File: config.mk
export PLATFORM = sky130hd
export DESIGN_NAME = aes_rcon_seq_flat
export DESIGN_NICKNAME = d
export VERILOG_FILES = /design/src/rtl/aes_rcon_seq_pkg.sv /design/src/rtl/aes_rcon_seq_if.sv /design/src/rtl/aes_rcon_seq.sv /design/src/flat_wrapper.sv
export SDC_FILE = /design/constraint.sdc
export NUM_CORES = 1
export LEC_CHECK = 0
export BUFFER_PORTS_ARGS = -buffer_cell sky130_fd_sc_hd__buf_2
export CAP_MARGIN = 30
export CORE_ASPECT_RATIO = 1.4
export CORE_MARGIN = 5
export CORE_UTILIZATION = 54
export CTS_CLUSTER_DIAMETER = 60
export CTS_CLUSTER_SIZE = 28
export DETAILED_ROUTE_END_ITERATION = 16
export PLACE_DENSITY_LB_ADDON = 0.3
export SLEW_MARGIN = 20
export SYNTH_ARGS = -nofsm -noshare
export SYNTH_HDL_FRONTEND = slang
export SYNTH_SLANG_ARGS = --single-unit
File: constraint.sdc
create_clock -name clk -period 2.7 [get_ports clk]
set_input_delay 0.405 -clock clk [delete_from_list [all_inputs] [get_ports clk]]
set_output_delay 0.405 -clock clk [all_outputs]
set_load 0.01 [all_outputs]
File: src/rtl/aes_rcon_seq_pkg.sv
// aes_rcon_pkg: shared types and helpers for the AES round-constant sequencer.
// Key-size encoding, per-size word geometry (Nk, W), the reverse-start Rcon,
// and GF(2^8) doubling/halving used to step Rcon in either direction.
package aes_rcon_pkg;

  typedef enum logic [1:0] {
    KS_128 = 2'd0,
    KS_192 = 2'd1,
    KS_256 = 2'd2,
    KS_BAD = 2'd3
  } key_size_t;

  typedef enum logic {
    IDLE = 1'b0,
    RUN  = 1'b1
  } state_t;

  function automatic logic [3:0] nk_of(input key_size_t ks);
    case (ks)
      KS_128:  return 4'd4;
      KS_192:  return 4'd6;
      default: return 4'd8;
    endcase
  endfunction

  function automatic logic [5:0] nwords_of(input key_size_t ks);
    case (ks)
      KS_128:  return 6'd44;
      KS_192:  return 6'd52;
      default: return 6'd60;
    endcase
  endfunction

  // Rcon value used by the last RotWord word of each key size
  function automatic logic [7:0] rc_last_of(input key_size_t ks);
    case (ks)
      KS_128:  return 8'h36;
      KS_192:  return 8'h80;
      default: return 8'h40;
    endcase
  endfunction

  function automatic logic [7:0] xtime(input logic [7:0] x);
    return {x[6:0], 1'b0} ^ (x[7] ? 8'h1b : 8'h00);
  endfunction

  // Inverse of xtime: undo the conditional reduction, then shift right
  function automatic logic [7:0] inv_xtime(input logic [7:0] x);
    logic [7:0] t;
    t = x ^ 8'h1b;
    return x[0] ? {1'b1, t[7:1]} : {1'b0, x[7:1]};
  endfunction

endpackage

File: src/rtl/aes_rcon_seq_if.sv
// aes_rcon_seq_if: word-descriptor handshake between the round-constant
// sequencer (master) and the key-expansion datapath (slave).
//   valid/ready  handshake; out = {rc,24'h0} on RotWord words
//   rot_en       RotWord+SubWord+Rcon applies to this word
//   sub_only     SubWord-only word (AES-256)
//   widx         current word index; last = final word of the sequence
interface aes_rcon_seq_if;
  logic        valid;
  logic        ready;
  logic [31:0] out;
  logic        rot_en;
  logic        sub_only;
  logic [5:0]  widx;
  logic        last;

  modport master (output valid, out, rot_en, sub_only, widx, last, input ready);
  modport slave  (input valid, out, rot_en, sub_only, widx, last, output ready);
endinterface

File: src/rtl/aes_rcon_seq.sv
// aes_rcon_seq: AES-128/192/256 round-constant sequencer, forward or reverse
// word order, one expanded-key word per handshake.
//   clk, rst   clock; asynchronous active-high reset
//   kld        start/restart, samples key_size and dir
//   key_size   0=128, 1=192, 2=256, 3=illegal
//   dir        0 forward (Nk..W-1), 1 reverse (W-1..Nk)
//   bus        descriptor handshake (master side)
//   err        one-cycle pulse on a rejected kld
module aes_rcon_seq
  import aes_rcon_pkg::*;
#(
  parameter logic [2:0] KS_MASK    = 3'b111,
  parameter bit         REVERSE_EN = 1'b1
) (
  input  logic                  clk,
  input  logic                  rst,
  input  logic                  kld,
  input  logic [1:0]            key_size,
  input  logic                  dir,
  aes_rcon_seq_if.master        bus,
  output logic                  err
);

  state_t      state_q, state_n;
  key_size_t   ks_q, ks_n;
  logic        dir_q, dir_n;
  logic [5:0]  widx_q, widx_n;
  logic [2:0]  phase_q, phase_n;
  logic [7:0]  rc_q, rc_n;
  logic        err_q, err_n;

  key_size_t   ks_in;
  logic [3:0]  nk_in;
  logic [3:0]  ks_ok;
  logic        kld_legal;
  logic [3:0]  nk;
  logic [2:0]  nk_m1;
  logic [5:0]  end_idx;
  logic        running;
  logic        rot;
  logic        last;

  assign ks_in     = key_size_t'(key_size);
  assign nk_in     = nk_of(ks_in);
  // Mask widened so key_size==3 indexes a constant 0 bit
  assign ks_ok     = {1'b0, KS_MASK};
  assign kld_legal = ks_ok[key_size] && (!dir || REVERSE_EN);

  assign nk      = nk_of(ks_q);
  assign nk_m1   = 3'(nk - 4'd1);
  assign end_idx = dir_q ? {2'b00, nk} : (nwords_of(ks_q) - 6'd1);
  assign running = (state_q == RUN);
  // phase tracks widx mod Nk, so no divider is needed
  assign rot     = running && (phase_q == 3'd0);
  assign last    = running && (widx_q == end_idx);

  always_comb begin
    state_n = state_q;
    ks_n    = ks_q;
    dir_n   = dir_q;
    widx_n  = widx_q;
    phase_n = phase_q;
    rc_n    = rc_q;
    err_n   = 1'b0;
    if (kld) begin
      if (kld_legal) begin
        state_n = RUN;
        ks_n    = ks_in;
        dir_n   = dir;
        if (dir) begin
          // W-1 mod Nk is 3 for every key size
          widx_n  = nwords_of(ks_in) - 6'd1;
          phase_n = 3'd3;
          rc_n    = rc_last_of(ks_in);
        end else begin
          widx_n  = {2'b00, nk_in};
          phase_n = 3'd0;
          rc_n    = 8'h01;
        end
      end else begin
        err_n   = 1'b1;
        state_n = IDLE;
      end
    end else if (running && bus.ready) begin
      if (last) begin
        state_n = IDLE;
      end else if (!dir_q) begin
        widx_n  = widx_q + 6'd1;
        phase_n = (phase_q == nk_m1) ? 3'd0 : phase_q + 3'd1;
        if (rot) rc_n = xtime(rc_q);
      end else begin
        widx_n  = widx_q - 6'd1;
        phase_n = (phase_q == 3'd0) ? nk_m1 : phase_q - 3'd1;
        if (rot) rc_n = inv_xtime(rc_q);
      end
    end
  end

  always_ff @(posedge clk or posedge rst) begin
    if (rst) begin
      state_q <= IDLE;
      ks_q    <= KS_128;
      dir_q   <= 1'b0;
      widx_q  <= '0;
      phase_q <= '0;
      rc_q    <= '0;
      err_q   <= 1'b0;
    end else begin
      state_q <= state_n;
      ks_q    <= ks_n;
      dir_q   <= dir_n;
      widx_q  <= widx_n;
      phase_q <= phase_n;
      rc_q    <= rc_n;
      err_q   <= err_n;
    end
  end

  // Outputs are gated by RUN so IDLE always presents zeros
  assign bus.valid    = running;
  assign bus.rot_en   = rot;
  assign bus.sub_only = running && (nk == 4'd8) && (phase_q == 3'd4);
  assign bus.widx     = running ? widx_q : '0;
  assign bus.last     = last;
  assign bus.out      = rot ? {rc_q, 24'h0} : '0;
  assign err          = err_q;

endmodule

File: src/flat_wrapper.sv
// flat-port wrapper written by rule: the top's interface ports become plain ports
module aes_rcon_seq_flat import aes_rcon_pkg::*;
#(
  parameter logic [2:0] KS_MASK    = 3'b111,
  parameter bit         REVERSE_EN = 1'b1
)
  (clk, rst, kld, key_size, dir, err, bus_valid, bus_out, bus_rot_en, bus_sub_only, bus_widx, bus_last, bus_ready);
  aes_rcon_seq_if bus_i ();
  input  logic clk;
  input  logic rst;
  input  logic kld;
  input  logic [1:0] key_size;
  input  logic dir;
  output logic err;
  output wire logic [$bits(bus_i.valid)-1:0] bus_valid;
  output wire logic [$bits(bus_i.out)-1:0] bus_out;
  output wire logic [$bits(bus_i.rot_en)-1:0] bus_rot_en;
  output wire logic [$bits(bus_i.sub_only)-1:0] bus_sub_only;
  output wire logic [$bits(bus_i.widx)-1:0] bus_widx;
  output wire logic [$bits(bus_i.last)-1:0] bus_last;
  input wire logic [$bits(bus_i.ready)-1:0] bus_ready;
  assign bus_valid = bus_i.valid;
  assign bus_out = bus_i.out;
  assign bus_rot_en = bus_i.rot_en;
  assign bus_sub_only = bus_i.sub_only;
  assign bus_widx = bus_i.widx;
  assign bus_last = bus_i.last;
  assign bus_i.ready = bus_ready;
  aes_rcon_seq #(.KS_MASK(KS_MASK), .REVERSE_EN(REVERSE_EN)) u_core (.clk(clk), .rst(rst), .kld(kld), .key_size(key_size), .dir(dir), .bus(bus_i), .err(err));
endmodule
# Word level (Yosys, flattened, before mapping)
# Index checks and enable logic that the tools add are counted.
# totals
regBits,22
out_inout_bits,43
# classes
n_addsub,7
magnitude_cmp,1
eq_ne,8
n_mux,43
n_bitwise,2
n_reduce_logical,15
# ops
operator,count
8-bit two-way mux,9
6-bit two-way mux,11
32-bit two-way mux,1
3-bit two-way mux,7
5-bit case mux with 2 select lines,2
6-bit by 1-bit subtractor with 6-bit output (second input constant),3
4-bit case mux with 2 select lines,2
8-bit case mux with 2 select lines,1
8-bit XOR,1
1-bit two-way mux,7
6-bit by 1-bit adder with 6-bit output (second input constant),1
6-bit == test,1
2-bit nonzero test,3
3-bit by 1-bit subtractor with 3-bit output (second input constant),2
1-bit logical AND,5
5-bit two-way mux,1
2-bit by 1-bit == test with 1-bit output (second input constant),2
4-bit == test (second input constant),1
2-bit logical NOT,2
4-bit NOT,1
2-bit AND reduction,2
4-bit AND reduction,1
3-bit by 1-bit adder with 3-bit output (second input constant),1
3-bit == test,1
other kinds (8),8

# Depth between registers and ports, before layout
# Gate-level depths: netlist (run 1).
# depth
depth_word,9
depth_mapped,9

# Worst setup path before layout (run 1)
# Ideal clock, no wire load.
# synth_path
path_type,register to register
from,register u_core.dir_q
to,register u_core.widx_q[4]
setup_time_ns,0.125
t_arrival_ns,1.907
t_required_ns,2.575
path_slack_ns,0.668
stages_incl_launch_ff,10
path_buffers,2
cell_sequence,dfrtp_1 -> clkbuf_8 -> inv_1 -> clkbuf_1 -> fa_1 -> nor2b_1 -> o21ai_0 -> a21boi_0 -> o31ai_1 -> mux2_4
# synth_via
elab_chain_len,5
word_cells_on_any_way,9
classes_between,eq/ne (2); mux (5); reduce/logical (2)
# synth_lines
element,line,source
from (decl),aes_rcon_seq.sv:26,"logic dir_q, dir_n;"
from (signal assigned),aes_rcon_seq.sv:111,dir_q <= dir_n;
6-bit two-way mux,aes_rcon_seq.sv:51,"assign end_idx = dir_q ? {2'b00, nk} : (nwords_of(ks_q) - 6'd1);"
6-bit == test,aes_rcon_seq.sv:55,assign last = running && (widx_q == end_idx);
1-bit logical AND,aes_rcon_seq.sv:55,
2-bit != test (no source line),n/a,
3-bit AND reduction (no source line),n/a,
to (signal assigned),aes_rcon_seq.sv:112,widx_q <= widx_n;
to (decl),aes_rcon_seq.sv:27,"logic [5:0] widx_q, widx_n;"
# Parallel ways exist; a longest one is shown, timed or not. The select of a mux whose other input is x is not followed.
# A chain may end at the register's enable or synchronous reset.

# Worst setup path after layout (run 1)
# layout_path
from,register u_core.ks_q[1]
to,output bus_last
# layout_via
elab_chain_len,6
word_cells_on_any_way,8
classes_between,add/sub (1); eq/ne (2); mux (3); reduce/logical (2)
# layout_lines
element,line,source
from (decl),aes_rcon_seq.sv:25,"key_size_t ks_q, ks_n;"
from (signal assigned),aes_rcon_seq.sv:110,ks_q <= ks_n;
2-bit by 1-bit == test with 1-bit output or 2-bit logical NOT (tied branches),"aes_rcon_seq_pkg.sv:19, aes_rcon_seq_pkg.sv:27",
5-bit case mux with 2 select lines,aes_rcon_seq_pkg.sv:27,case (ks)
6-bit by 1-bit subtractor with 6-bit output,aes_rcon_seq.sv:51,
6-bit two-way mux *,aes_rcon_seq.sv:51,
6-bit == test *,aes_rcon_seq.sv:55,
1-bit logical AND *,aes_rcon_seq.sv:55,
to (decl),flat_wrapper.sv:20,output wire logic [$bits(bus_i.last)-1:0] bus_last;
# Mark *: on every way between the ends. The rest lies on a longest branch, timed or not.

==> flow_summary.ini, run 1 <==
[status]
status = finished, final reports clean

[logic_synthesis]
syn_area_um2 = 2100
yosysWarnings = 0
synth_cell_type_count = 58
ys_async_sr_fraction_pct = 100
synth_enable_flop_cells = 0
yosys.area.top_type_share_pct = 26.2
syn_avg_cell_area_um2 = 9.07
ys_seq_elements = 22
yosysTopAreaCell = dfrtp_1
syn_inst = 232
synth_ff_type = dfrtp_1
yosysSeqAreaShare_pct = 26.2
synth.area.top_cells = dfrtp_1 26%, buf_4 8.9%, mux2_2 5.4%

[timing]
max_freq_ghz = 0.429
setup_tns_ns = 0
rsz0062_at_grt = false
slew_violations = 0
finalCriticalPeriod_ns = 2.33
setup_viol = 0
fin_crit_sh_pct = 86.2
finalHoldViolations = 0
clock_skew_ns = 0.00494

[final_layout]
fill_cells = 344
layout-drive-gt1-share_pct = 23.8
area_delta_synth_final_pct = 3.75
fin_nets = 268
antenna_cells = 0
finalInstanceArea_um2 = 2180

[route]
wl_per_cell_um = 15.6
drt_wl_total_um = 4590
vias = 1672
viasPerCell = 5.69
ant_nets = 0
dr.pass1.iters = 4
drtIter0Drc = 48
remaining_drc_errors = 0

[job]
max_cap_viol_count = 0

[critical_path]
r2r_slack_ns = 0.41
cp_slowest_stage_delay_ns = 0.61
cp-end-kind = output port
crit_slowest_cell = dfrtp_1
arrival_ns = 1.92
cp_max_fo = 10
crit_type = reg -> out
start_kind = flip-flop
crit_chain = and4bb_2 > a2bb2oi_1 > nand2_1 > and3_1 > buf_2
required_ns = 2.30

[grt]
grt_util_met1_pct = 21.6
grt_max_degree = 23
antenna_found_initial = 0
grt_overflow_total = 0
track_usage_pct = 17.4
grt_pass1_vias = 1621
grt_busiest_layer = met2
use_met2_pct = 29.6
grt_pass1_wl_um = 7610
gr-usage-met3_pct = 3.50

[cts]
hold_buffers = 0
clkTransAtPathRegs_ns = 0.09
cts_setup_buffers = 0
htreeDepth = 1
cts_tree = done
clk_path_buf_depth = 2
cts_made_buffers = 3
cts.sinks = 22
root_buffer = clkbuf_8
cts_resized = 0
clock_latency_ns = 0.27

[die]
core_um2 = 3710
io_pins = 50
die_w_um = 62.7
fp.dieH_um = 83.8
fp-row-count = 26
start_util_pct = 56.7
die-area_um2 = 5260

[power]
power_density_nw_per_um2 = 849
max-vdd-ir-drop_mv = 0.524
cellLeakagePower_nw = 1.07

[place]
port_buffers = 25
dpl_cell_area_um2 = 2110
hpwl_um = 3480
place_congestion = 0.816

[worst_hold_path]
hp-class = in -> async
==> synth_stat cells (all sizes together), types with 2 or more instances <==
master   number
nand2        15
dfrtp        22
o211ai        7
a21o          2
mux2i         4
clkbuf        9
nand3         4
o21ai        12
nor2         12
and3b         2
nand4         2
nor3b         2
a211oi        4
mux2         15
a31oi         2
xnor2         8
ha            7
o31ai         3
and2         15
o2111ai       2
nor2b         4
a2bb2oi       2
xor2          2
nand4bb       2
a21oi         7
inv          12
buf          28
o22ai         2
and3          3
==> per-stage QoR <==
step	util (%)	setup WS (ns)	std cells	power, mW	hold slack (ns)
finish	58.8	0.371	294	1.85	0.135
global route	58.8	0.236	294	2.01	0.187
CTS	58.4	0.390	293	1.85	0.342
detailed placement	57.0	0.436	289	1.61	0.559
global placement	57.0	0.465	289	1.59	0.558
floorplan	-	0.668	255	1.43	0.394
==> power by group <==
| group | internal, mW | total [mW] | switching [mW] |
|---|---|---|---|
| logic | 0.500 | 0.958 | 0.458 |
| registers | 0.442 | 0.651 | 0.209 |
| clock network | 0.130 | 0.243 | 0.113 |
| total | 1.07 | 1.85 | 0.780 |
==> worst max-delay path: cells and delay by family (launching register included) <==
family                 cells  cell delay (ns)
AND/OR/NAND/NOR            3             0.58
buffers and inverters      1             0.13
flip-flops                 1             0.61
AO/OA/AOI/OAI              1             0.33
==> flip-flops by register name, summed over array words and instances, names as in the netlist <==
signal            flops
u_core.rc_q           8
u_core.phase_q        3
u_core.widx_q         6
u_core.dir_q          1
u_core.ks_q           2
u_core.err            1
u_core.bus.valid      1
==> cell type report <==
type	count	area (um2)	share of cell area (%)
clock buffers	4	55.1	2.52
inverters	13	48.8	2.24
multi-input cells	182	1300	59.5
flip-flops and latches	22	551	25.2
well taps	42	52.6	2.41
repair buffers	31	178	8.14
==> metal layers <==
layer	vias up	wire length [um]
met4	0	46
met3	4	295
met1	797	1930
met2	59	2310
met5	-	0
li1	812	-
==> kinds of logic after synthesis <==
kind of cell / Yosys count / synth area share, %
buffers and inverters: 51 / 16.2
flip-flops: 22 / 26.2
AND/OR/NAND/NOR: 67 / 18.6
adder cells (fa/ha/maj): 8 / 5.12
XOR/XNOR: 10 / 4.16
AO/OA/AOI/OAI: 54 / 18.7
other: 1 / 0.178
multiplexers: 19 / 10.8
==> layout by cell type (no fill, tap or decap), types with 6 or more instances in the layout <==
| cell | synthesis | final |
|---|---|---|
| nor2_1 | 12 | 12 |
| conb_1 | 1 | 24 |
| o211ai_1 | 6 | 6 |
| o21ai_0 | 12 | 12 |
| buf_2 | 2 | 25 |
| a21oi_1 | 7 | 7 |
| nand2_1 | 15 | 15 |
| xnor2_1 | 8 | 8 |
| mux2_2 | 10 | 10 |
| ha_1 | 7 | 7 |
| and2_1 | 14 | 14 |
| dfrtp_1 | 22 | 22 |
| inv_1 | 12 | 12 |
==> final timing paths <==
| path | startpoint | to | cells past startpoint |
|---|---|---|---|
| max in group asynchronous | rst | u_core.err | 3 |
| hold reg to reg | u_core.rc_q[6] | u_core.rc_q[6] | 1 |
| setup reg to reg | u_core.ks_q[1] | u_core.widx_q[1] | 5 |
| hold / removal | rst | u_core.phase_q[1] | 2 |
| setup / recovery | u_core.ks_q[1] | bus_last | 5 |
| min in group clk | key_size[1] | u_core.err | 3 |
Note: power is estimated with default switching activity, not from simulation.
==> inputs of run 2 (changes only) <==
--- a/config.mk
+++ b/config.mk
@@ -9,7 +9,7 @@
 export CAP_MARGIN = 30
 export CORE_ASPECT_RATIO = 1.4
 export CORE_MARGIN = 5
-export CORE_UTILIZATION = 54
+export CORE_UTILIZATION = 40
 export CTS_CLUSTER_DIAMETER = 60
 export CTS_CLUSTER_SIZE = 28
 export DETAILED_ROUTE_END_ITERATION = 16
==> flow_summary.ini, run 2 (synthesis results as in run 1) <==
[die]
core_um2 = 5160
io_pins = 50
fp-row-count = 31
start_util_pct = 40.8
die_w_um = 71.3
die-area_um2 = 6830
fp.dieH_um = 95.8

[power]
max-vdd-ir-drop_mv = 0.343
cellLeakagePower_nw = 1.07
power_density_nw_per_um2 = 831

[place]
port_buffers = 25
place_congestion = 0.860
hpwl_um = 3550

[cts]
cts_made_buffers = 3
hold_buffers = 0
cts_resized = 0
clkTransAtPathRegs_ns = 0.08
cts.sinks = 22
root_buffer = clkbuf_8
cts_tree = done
htreeDepth = 1
clk_path_buf_depth = 2
cts_setup_buffers = 0
clock_latency_ns = 0.26

[critical_path]
crit_chain = and4bb_2 > a2bb2oi_1 > nand2_1 > and3_1 > buf_2
r2r_slack_ns = 0.38
required_ns = 2.30
cp-end-kind = output port
cp-startpoint = u_core.ks_q[1]
cp_max_fo = 10
start_kind = flip-flop
ff2ff_path_depth = 5
cp_slowest_stage_delay_ns = 0.62
path_depth = 5
r2r_end = u_core.widx_q[3]
r2r-start = u_core.ks_q[1]
crit_family = flip-flops
crit_slowest_cell = dfrtp_1
arrival_ns = 1.96
critPathCapture = bus_last
cp_num_buf_inv = 1
crit_type = reg -> out

[timing]
clock_skew_ns = 0.00385
fin_crit_sh_pct = 87.6
setup_tns_ns = 0
max_freq_ghz = 0.423
finalCriticalPeriod_ns = 2.37
setup_viol = 0
rsz0062_at_grt = false
slew_violations = 0
finalHoldViolations = 0
whs_ns = 0.116

[job]
max_cap_viol_count = 0

[grt]
grt_overflow_total = 0
grt_max_degree = 23
track_usage_pct = 13.8
antenna_found_initial = 0
grt_pass1_vias = 1562
grt_pass1_wl_um = 7610

[final_layout]
mostFrequentLayoutCell = buf_2
top_register = u_core.rc_q
utilization_pct = 42.9
largest_reg_flops = 8
antenna_cells = 0
reg_top3 = u_core.rc_q x8, u_core.widx_q x6, u_core.phase_q x3
layout_common_cells = 25 x buf_2, 24 x conb_1, 22 x dfrtp_1
area_delta_synth_final_pct = 5.18
fin_nets = 268
layout-drive-gt1-share_pct = 23.8

[status]
status = finished, final reports clean

[route]
drtIter0Drc = 72
viasPerCell = 5.19
remaining_drc_errors = 0
drt_wl_total_um = 4650
dr.pass1.iters = 4
vias = 1649
wl_per_cell_um = 14.6
ant_nets = 0

[worst_hold_path]
hp-class = in -> async
## run 2: cell counts in the layout (fill, tap and decap cells not counted)
No cell type changed its count.
## run 2: per-stage QoR
stage	total power [mW]	instance area (um2)	cells	worst slack (ns)
floorplan	1.43	2190	255	0.668
global placement	1.60	2140	313	0.427
finish	1.84	2210	318	0.334
CTS	1.85	2200	317	0.333
global route	2.00	2210	318	0.246
detailed placement	1.60	2140	313	0.418
## run 2: per-layer routing
metal  global-route usage (%)  part of all wire [%]  wire length [um]
met1                     18.0                    45              2080
met2                     24.0                    49              2280
met3                     1.67                   4.9               230
met4                     3.29                  0.99                46
met5                        0                     0                 0
## run 2: cell type report
type / instances / area [um2]
Fill cell: 554 / 2950
Multi-Input combinational cell: 182 / 1300
Sequential cell: 22 / 551
Timing Repair Buffer: 31 / 178
Tap cell: 66 / 82.6
Clock buffer: 4 / 55.1
Inverter: 13 / 48.8
## run 2: worst min-delay path by stage
stage,endpoint,startpoint
final,u_core.rc_q[2],rst
after floorplan,u_core.bus.valid,rst
after global routing,u_core.rc_q[2],rst
after CTS,u_core.rc_q[1],rst
after global placement,u_core.rc_q[5],u_core.rc_q[5]
after detailed placement,u_core.rc_q[5],u_core.rc_q[5]
## run 2: report_power, final
group | internal, mW | leakage [nW] | switching, mW
combinational | 0.496 | 0.765 | 0.449
clock | 0.130 | 0.0288 | 0.109
sequential | 0.442 | 0.274 | 0.211
total | 1.07 | 1.07 | 0.769
